===== src/rtl/alu_accum_4bit.sv =====
// 4-bit accumulator ALU: single-cycle logic/arith ops on an internal accumulator,
// plus an unsigned 4x4 multiply run as a four-step shift-add sequence.
module alu_accum_4bit (
  input  logic       clock,
  input  logic       reset,
  input  logic       in_valid,
  output logic       in_ready,
  input  logic [2:0] opcode,
  input  logic [3:0] operand,
  output logic [3:0] acc,
  output logic [3:0] acc_hi,
  output logic       carry,
  output logic       overflow,
  output logic       zero,
  output logic       done
);

  localparam int DATA_W = 4;

  localparam logic [2:0] OP_LOAD = 3'b000;
  localparam logic [2:0] OP_ADD  = 3'b001;
  localparam logic [2:0] OP_SUB  = 3'b010;
  localparam logic [2:0] OP_AND  = 3'b011;
  localparam logic [2:0] OP_OR   = 3'b100;
  localparam logic [2:0] OP_XOR  = 3'b101;
  localparam logic [2:0] OP_MUL  = 3'b110;
  localparam logic [2:0] OP_CLR  = 3'b111;

  typedef enum logic {IDLE = 1'b0, MUL = 1'b1} state_t;

  state_t state, state_next;

  logic                  accept;
  logic                  mul_last;
  logic [1:0]            count;
  logic [2*DATA_W-1:0]   mcand;
  logic [DATA_W-1:0]     mplier;
  logic [2*DATA_W-1:0]   prod;
  logic [2*DATA_W-1:0]   addend;
  logic [2*DATA_W-1:0]   prod_next;
  logic [DATA_W-1:0]     alu_res;
  logic                  alu_carry;
  logic                  alu_ovf;

  function automatic logic add_ovf(input logic signed [DATA_W-1:0] a,
                                   input logic signed [DATA_W-1:0] b);
    logic signed [DATA_W:0] s;
    s = a + b;
    return s[DATA_W] ^ s[DATA_W-1];
  endfunction

  function automatic logic sub_ovf(input logic signed [DATA_W-1:0] a,
                                   input logic signed [DATA_W-1:0] b);
    logic signed [DATA_W:0] s;
    s = a - b;
    return s[DATA_W] ^ s[DATA_W-1];
  endfunction

  assign accept   = in_valid && in_ready;
  assign mul_last = (state == MUL) && (count == 2'd3);

  always_ff @(posedge clock) begin
    if (reset) state <= IDLE;
    else       state <= state_next;
  end

  always_comb begin
    state_next = state;
    unique case (state)
      IDLE:    if (accept && opcode == OP_MUL) state_next = MUL;
      MUL:     if (count == 2'd3) state_next = IDLE;
      default: state_next = IDLE;
    endcase
  end

  always_comb begin
    in_ready = (state == IDLE);
  end

  // Single-cycle result; borrow of SUB falls out as bit 4 of the unsigned difference.
  always_comb begin
    alu_res   = acc;
    alu_carry = 1'b0;
    alu_ovf   = 1'b0;
    unique case (opcode)
      OP_LOAD: alu_res = operand;
      OP_ADD: begin
        {alu_carry, alu_res} = {1'b0, acc} + {1'b0, operand};
        alu_ovf = add_ovf($signed(acc), $signed(operand));
      end
      OP_SUB: begin
        {alu_carry, alu_res} = {1'b0, acc} - {1'b0, operand};
        alu_ovf = sub_ovf($signed(acc), $signed(operand));
      end
      OP_AND:  alu_res = acc & operand;
      OP_OR:   alu_res = acc | operand;
      OP_XOR:  alu_res = acc ^ operand;
      OP_MUL:  alu_res = acc;
      OP_CLR:  alu_res = '0;
      default: alu_res = acc;
    endcase
  end

  always_comb begin
    addend    = mplier[count] ? (mcand << count) : '0;
    prod_next = prod + addend;
  end

  always_ff @(posedge clock) begin
    if (reset) begin
      acc      <= '0;
      acc_hi   <= '0;
      carry    <= 1'b0;
      overflow <= 1'b0;
      zero     <= 1'b1;
      done     <= 1'b0;
      count    <= '0;
    end else begin
      done <= 1'b0;
      if (accept) begin
        if (opcode == OP_MUL) begin
          mcand  <= {{DATA_W{1'b0}}, acc};
          mplier <= operand;
          prod   <= '0;
          count  <= '0;
        end else begin
          acc      <= alu_res;
          carry    <= alu_carry;
          overflow <= alu_ovf;
          zero     <= (alu_res == '0);
          done     <= 1'b1;
          if (opcode == OP_CLR) acc_hi <= '0;
        end
      end else if (state == MUL) begin
        prod  <= prod_next;
        count <= count + 2'd1;
        if (mul_last) begin
          acc      <= prod_next[DATA_W-1:0];
          acc_hi   <= prod_next[2*DATA_W-1:DATA_W];
          carry    <= (prod_next[2*DATA_W-1:DATA_W] != '0);
          overflow <= 1'b0;
          zero     <= (prod_next == '0);
          done     <= 1'b1;
        end
      end
    end
  end

endmodule

===== config.mk =====
export PLATFORM = sky130hd
export DESIGN_NAME = alu_accum_4bit
export DESIGN_NICKNAME = d
export VERILOG_FILES = /design/src/rtl/alu_accum_4bit.sv
export SDC_FILE = /design/constraint.sdc
export NUM_CORES = 1
export LEC_CHECK = 0
export ABC_AREA = 1
export BUFFER_PORTS_ARGS = -buffer_cell sky130_fd_sc_hd__clkbuf_2
export CAP_MARGIN = 30
export CORE_MARGIN = 2
export CORE_UTILIZATION = 40
export DETAILED_ROUTE_END_ITERATION = 8
export GPL_TIMING_DRIVEN = 0
export SETUP_SLACK_MARGIN = 0.2
export SLEW_MARGIN = 20
export SYNTH_ARGS = -nofsm -noshare
export SYNTH_HDL_FRONTEND = slang
export SYNTH_SLANG_ARGS = --single-unit

===== constraint.sdc =====
create_clock -name clock -period 3.5 [get_ports clock]
set_input_delay 0.175 -clock clock [delete_from_list [all_inputs] [get_ports clock]]
set_output_delay 0.175 -clock clock [all_outputs]
set_load 0.02 [all_outputs]

==> impl_results.html <==
<table>
<tr><th>Metric</th><th>Value</th></tr>
<tr><th colspan="2">GRT</th></tr>
<tr><td>Antenna violations before repair</td><td>0</td></tr>
<tr><td>GR Util All Layers</td><td>0.187</td></tr>
<tr><td>Residual overflow from global routing</td><td>0</td></tr>
<tr><td>Vias in the first global route</td><td>2,115</td></tr>
<tr><td>Maximum number of pins on one net before global-route repair</td><td>12</td></tr>
<tr><td>Wire length of the first global-routing pass</td><td>9600 µm</td></tr>
<tr><th colspan="2">Critical path</th></tr>
<tr><td>Maximum single-stage delay on the critical path</td><td>0.34 ns</td></tr>
<tr><td>Startpoint types</td><td>flip-flop</td></tr>
<tr><td>Count of cells along the worst register-to-register path</td><td>17</td></tr>
<tr><td>Cell type group with the largest total delay on the critical path</td><td>simple AND/OR/NAND/NOR gates</td></tr>
<tr><td>Required @ worst endpoint</td><td>3.65 ns</td></tr>
<tr><td>Crit path buffers/inverters</td><td>3</td></tr>
<tr><td>Class of the most critical setup path</td><td>flip-flop to flip-flop</td></tr>
<tr><td>Nature of the critical path endpoint</td><td>flip-flop</td></tr>
<tr><td>Slack of the worst reg-to-reg path</td><td>0.76 ns</td></tr>
<tr><td>Reg-to-reg critical path startpoint</td><td>count[0]$_SDFFE_PP0P_</td></tr>
<tr><td>Top fanout value on the critical path</td><td>8</td></tr>
<tr><td>Crit Reg-Reg Endpoint</td><td>carry$_SDFFE_PP0P_</td></tr>
<tr><td>Cell repeated most along the worst path</td><td>sky130_fd_sc_hd__nand2_1</td></tr>
<tr><td>Critical path cell sequence</td><td>buf_2 -&gt; inv_1 -&gt; o21ai_0 -&gt; nand2_1 -&gt; o21ai_0 -&gt; inv_1 -&gt; ha_1 -&gt; a21oi_1 -&gt; nand2_1 -&gt; nand2_1 -&gt; nand2_1 -&gt; nand2_1 -&gt; nand2_1 -&gt; nor2_1 -&gt; nand3_1 -&gt; nand2_1 -&gt; a21oi_1</td></tr>
<tr><td>Critical path arrival</td><td>2.88 ns</td></tr>
<tr><td>Slowest cell on the critical path</td><td>sky130_fd_sc_hd__dfxtp_1</td></tr>
<tr><th colspan="2">Logic synthesis</th></tr>
<tr><td>Parity-gate share of the synthesized area counting xor and xnor cells</td><td>0.0109</td></tr>
<tr><td>Sequential-to-total area share from yosys stat</td><td>0.324</td></tr>
<tr><td>Area fraction in compound gates after synthesis</td><td>0.0874</td></tr>
<tr><td>Syn. warnings</td><td>0</td></tr>
<tr><td>Synth cell types</td><td>33</td></tr>
<tr><td>Multiplexer fraction of the synthesized cell area</td><td>0.0125</td></tr>
<tr><td>EDFF count, synth</td><td>16</td></tr>
<tr><td>Post-Synthesis Mean Instance Area</td><td>7.06 µm²</td></tr>
<tr><td>Gate Count Post-Synth</td><td>341</td></tr>
<tr><td>Main combinational cell family by area after synthesis</td><td>simple AND/OR/NAND/NOR gates</td></tr>
<tr><td>Primary flip-flop cell chosen by synthesis mapping</td><td>sky130_fd_sc_hd__edfxtp_1</td></tr>
<tr><td>Share of synthesized cell area in and, or, nand and nor gates</td><td>0.328</td></tr>
<tr><td>Number of synthesized register bits</td><td>31</td></tr>
<tr><td>Syn Std Cell Area</td><td>2410 µm²</td></tr>
<tr><td>Adder-cell share of the synthesized area</td><td>0.129</td></tr>
<tr><td>Nets in the synthesized netlist</td><td>374</td></tr>
<tr><td>Share of synthesized registers carrying an async set or reset</td><td>0</td></tr>
<tr><th colspan="2">Min path</th></tr>
<tr><td>Endpoint of the worst hold-timing path</td><td>count[0]$_SDFFE_PP0P_</td></tr>
<tr><td>Tightest Hold Check Type</td><td>input pin to flip-flop</td></tr>
<tr><td>Startpoint of the most critical hold path</td><td>reset</td></tr>
<tr><td>Hold Path Cell Cnt</td><td>2</td></tr>
<tr><th colspan="2">Layout</th></tr>
<tr><td>Post-layout nets</td><td>401</td></tr>
<tr><td>Area used by multi-input combinational logic</td><td>1370 µm²</td></tr>
<tr><td>Commonest cells after routing, fill and taps aside</td><td>sky130_fd_sc_hd__nand2_1, sky130_fd_sc_hd__inv_1, sky130_fd_sc_hd__nor2_1</td></tr>
<tr><td>Final standard cell area without fillers</td><td>2690 µm²</td></tr>
<tr><td>Number of antenna repair diodes</td><td>0</td></tr>
<tr><td>Fin util</td><td>0.460</td></tr>
<tr><td>Register Area</td><td>781 µm²</td></tr>
<tr><td>Most frequent standard cell in the layout excluding fill and tap cells</td><td>sky130_fd_sc_hd__nand2_1</td></tr>
<tr><td>Share of final-layout standard cells stronger than drive strength 1</td><td>0.130</td></tr>
<tr><td>Syn-to-layout area delta</td><td>12.0%</td></tr>
<tr><td>Filler instances</td><td>606</td></tr>
<tr><th colspan="2">Detailed routing</th></tr>
<tr><td>First-pass DRT Iterations</td><td>4</td></tr>
<tr><td>Remaining routing DRC violations</td><td>0</td></tr>
<tr><td>Via/cell ratio</td><td>4.86</td></tr>
<tr><td>Count of antenna-violating nets left after detailed routing</td><td>0</td></tr>
<tr><td>Number of DRC violations after detailed-routing iteration 0</td><td>126</td></tr>
<tr><td>Wire length after detailed routing</td><td>5450 µm</td></tr>
<tr><td>WL/cell</td><td>12.3 µm</td></tr>
<tr><td>Vias</td><td>2,157</td></tr>
<tr><th colspan="2">CTS</th></tr>
<tr><td>CTS Sinks</td><td>31</td></tr>
<tr><td>Number of instances resized during post-cts repair</td><td>0</td></tr>
<tr><td>Clock Tree Buf Depth</td><td>2</td></tr>
<tr><td>Clock tree from TritonCTS</td><td>yes</td></tr>
<tr><td>Clock network latency to the later pin of the worst-skew pair</td><td>0.29 ns</td></tr>
<tr><td>H-tree lvl count</td><td>2</td></tr>
<tr><td>Post-CTS setup-driven buffer insertion count</td><td>0</td></tr>
<tr><td>CTS Hold Bufs</td><td>0</td></tr>
<tr><td>Clock slew at reported path FFs</td><td>0.07 ns</td></tr>
<tr><td>Root Driver</td><td>sky130_fd_sc_hd__clkbuf_8</td></tr>
<tr><td>TritonCTS buffer count</td><td>5</td></tr>
<tr><th colspan="2">STA</th></tr>
<tr><td>Setup tns final</td><td>0 ns</td></tr>
<tr><td>Final setup skew</td><td>0.00784 ns</td></tr>
<tr><td>Ratio of final minimum period to clock period</td><td>0.782</td></tr>
<tr><td>Final Hold Fails</td><td>0</td></tr>
<tr><td>Worst slew pin tran</td><td>0.683 ns</td></tr>
<tr><td>Achievable clock frequency</td><td>366 MHz</td></tr>
<tr><td>Final-report setup violation count</td><td>0</td></tr>
<tr><td>Count of pins over their slew limit</td><td>0</td></tr>
<tr><td>Slew HR</td><td>0.543</td></tr>
<tr><td>Unrepaired setup endpoints after global routing</td><td>false</td></tr>
<tr><td>Clock period minus final worst setup slack</td><td>2.74 ns</td></tr>
<tr><th colspan="2">Placed design</th></tr>
<tr><td>Weighted congestion reported at the end of routability-driven placement</td><td>0.886</td></tr>
<tr><td>Half-perimeter wire length after placement</td><td>4480 µm</td></tr>
<tr><td>Post-placement cell area</td><td>2600 µm²</td></tr>
<tr><td>Port Buffer Count</td><td>20</td></tr>
<tr><th colspan="2">Floorplanning</th></tr>
<tr><td>Floorplan core area</td><td>5850 µm²</td></tr>
<tr><td>Die outline area</td><td>6650 µm²</td></tr>
<tr><td>Die height</td><td>81.6 µm</td></tr>
<tr><td>Placement row count</td><td>28</td></tr>
<tr><td>Starting utilization of the core area</td><td>0.411</td></tr>
<tr><td>Die X-Extent</td><td>81.6 µm</td></tr>
<tr><td>Count of pins on the block boundary</td><td>23</td></tr>
<tr><th colspan="2">Pwr</th></tr>
<tr><td>Power Total</td><td>920 µW</td></tr>
<tr><td>Worst supply voltage drop on vdd</td><td>0.120 mV</td></tr>
<tr><td>Ratio of total power to cell area</td><td>342 nW/µm²</td></tr>
<tr><td>LEAKAGE</td><td>1.35 nW</td></tr>
<tr><th colspan="2">Run status</th></tr>
<tr><td>Run status</td><td>finished clean</td></tr>
<tr><th colspan="2">Run</th></tr>
<tr><td>Reported max-cap violation count</td><td>0</td></tr>
</table>
-- sequential cells by signal (all words and copies together) (netlist names) --
signal and cells:
prod 8, count 2, zero 1, carry 1, mcand 4, acc 4
acc_hi 4, state 1, done 1, mplier 4, overflow 1
-- cell families after synthesis --
logic type / after synthesis
simple gates: 178
flops: 31
buf+inv: 63
mux: 3
fa+ha+maj: 23
xor+xnor: 3
compound gates: 40
-- Yosys cell counts, types with 2 or more instances --
cell type | instances | area share
sky130_fd_sc_hd__ha_1 | 20 | 0.10
sky130_fd_sc_hd__fa_1 | 3 | 0.025
sky130_fd_sc_hd__inv_1 | 54 | 0.084
sky130_fd_sc_hd__or2_1 | 2 | 0.0052
sky130_fd_sc_hd__o21ai_0 | 16 | 0.033
sky130_fd_sc_hd__buf_6 | 2 | 0.0094
sky130_fd_sc_hd__nand3_1 | 26 | 0.054
sky130_fd_sc_hd__buf_2 | 2 | 0.0042
sky130_fd_sc_hd__nand2_2 | 2 | 0.0052
sky130_fd_sc_hd__nor2_1 | 47 | 0.073
sky130_fd_sc_hd__nand3b_1 | 3 | 0.0094
sky130_fd_sc_hd__xor2_1 | 3 | 0.011
sky130_fd_sc_hd__dfxtp_1 | 15 | 0.12
sky130_fd_sc_hd__mux2i_1 | 3 | 0.012
sky130_fd_sc_hd__a21oi_1 | 18 | 0.037
sky130_fd_sc_hd__inv_2 | 2 | 0.0031
sky130_fd_sc_hd__nand2_1 | 80 | 0.12
sky130_fd_sc_hd__nand4_1 | 6 | 0.016
sky130_fd_sc_hd__nor2_2 | 3 | 0.0078
sky130_fd_sc_hd__a31oi_1 | 2 | 0.0052
sky130_fd_sc_hd__edfxtp_1 | 16 | 0.20
sky130_fd_sc_hd__nand3_2 | 3 | 0.012
sky130_fd_sc_hd__nor3_1 | 3 | 0.0062
-- power by group --
group | leakage, nW | internal (mW) | switching [mW]
registers | 0.271 | 0.401 | 0.0134
clock network | 0.0402 | 0.138 | 0.139
logic | 1.04 | 0.0787 | 0.150
total | 1.35 | 0.618 | 0.303
-- how the worst max path moves through the flow --
| stage | from | endpoint | slack (ns) | depth (start not counted) |
|---|---|---|---|---|
| detailed placement | count[0]$_SDFFE_PP0P_ | carry$_SDFFE_PP0P_ | 0.78 | 17 |
| CTS | count[0]$_SDFFE_PP0P_ | carry$_SDFFE_PP0P_ | 0.77 | 17 |
| floorplan | count[0]$_SDFFE_PP0P_ | carry$_SDFFE_PP0P_ | 1.23 | 17 |
| finish | count[0]$_SDFFE_PP0P_ | carry$_SDFFE_PP0P_ | 0.76 | 17 |
| global placement | count[0]$_SDFFE_PP0P_ | carry$_SDFFE_PP0P_ | 0.84 | 17 |
| global route | count[0]$_SDFFE_PP0P_ | carry$_SDFFE_PP0P_ | 0.47 | 17 |
-- layer usage --
metal | share of wire | vias to the layer above | track usage
met3 | 0.018 | 9 | 0.0187
met1 | 0.45 | 963 | 0.225
met4 | 0.019 | 0 | 0.0746
li1 | - | 1150 | -
met5 | 0 | - | 0
met2 | 0.51 | 35 | 0.340
-- area by class of cell --
cell class                      count  share of cell area
Multi-Input combinational cell    247               0.509
Sequential cell                    31               0.290
Inverter                           57              0.0804
Timing Repair Buffer               20              0.0372
Tap cell                           75              0.0348
Clock buffer                        5              0.0255
Buffer                              6              0.0163
Clock inverter                      3             0.00743
-- stage by stage --
| stage | hold WS [ns] | std cells | worst slack (ns) |
|---|---|---|---|
| finish | 0.109 | 444 | 0.765 |
| global route | 0.127 | 444 | 0.468 |
| CTS | 0.0971 | 444 | 0.771 |
| detailed placement | 0.401 | 436 | 0.780 |
| global placement | 0.398 | 436 | 0.842 |
| floorplan | 0.253 | 341 | 1.23 |
No activity file was read; power rests on OpenSTA's default activity.
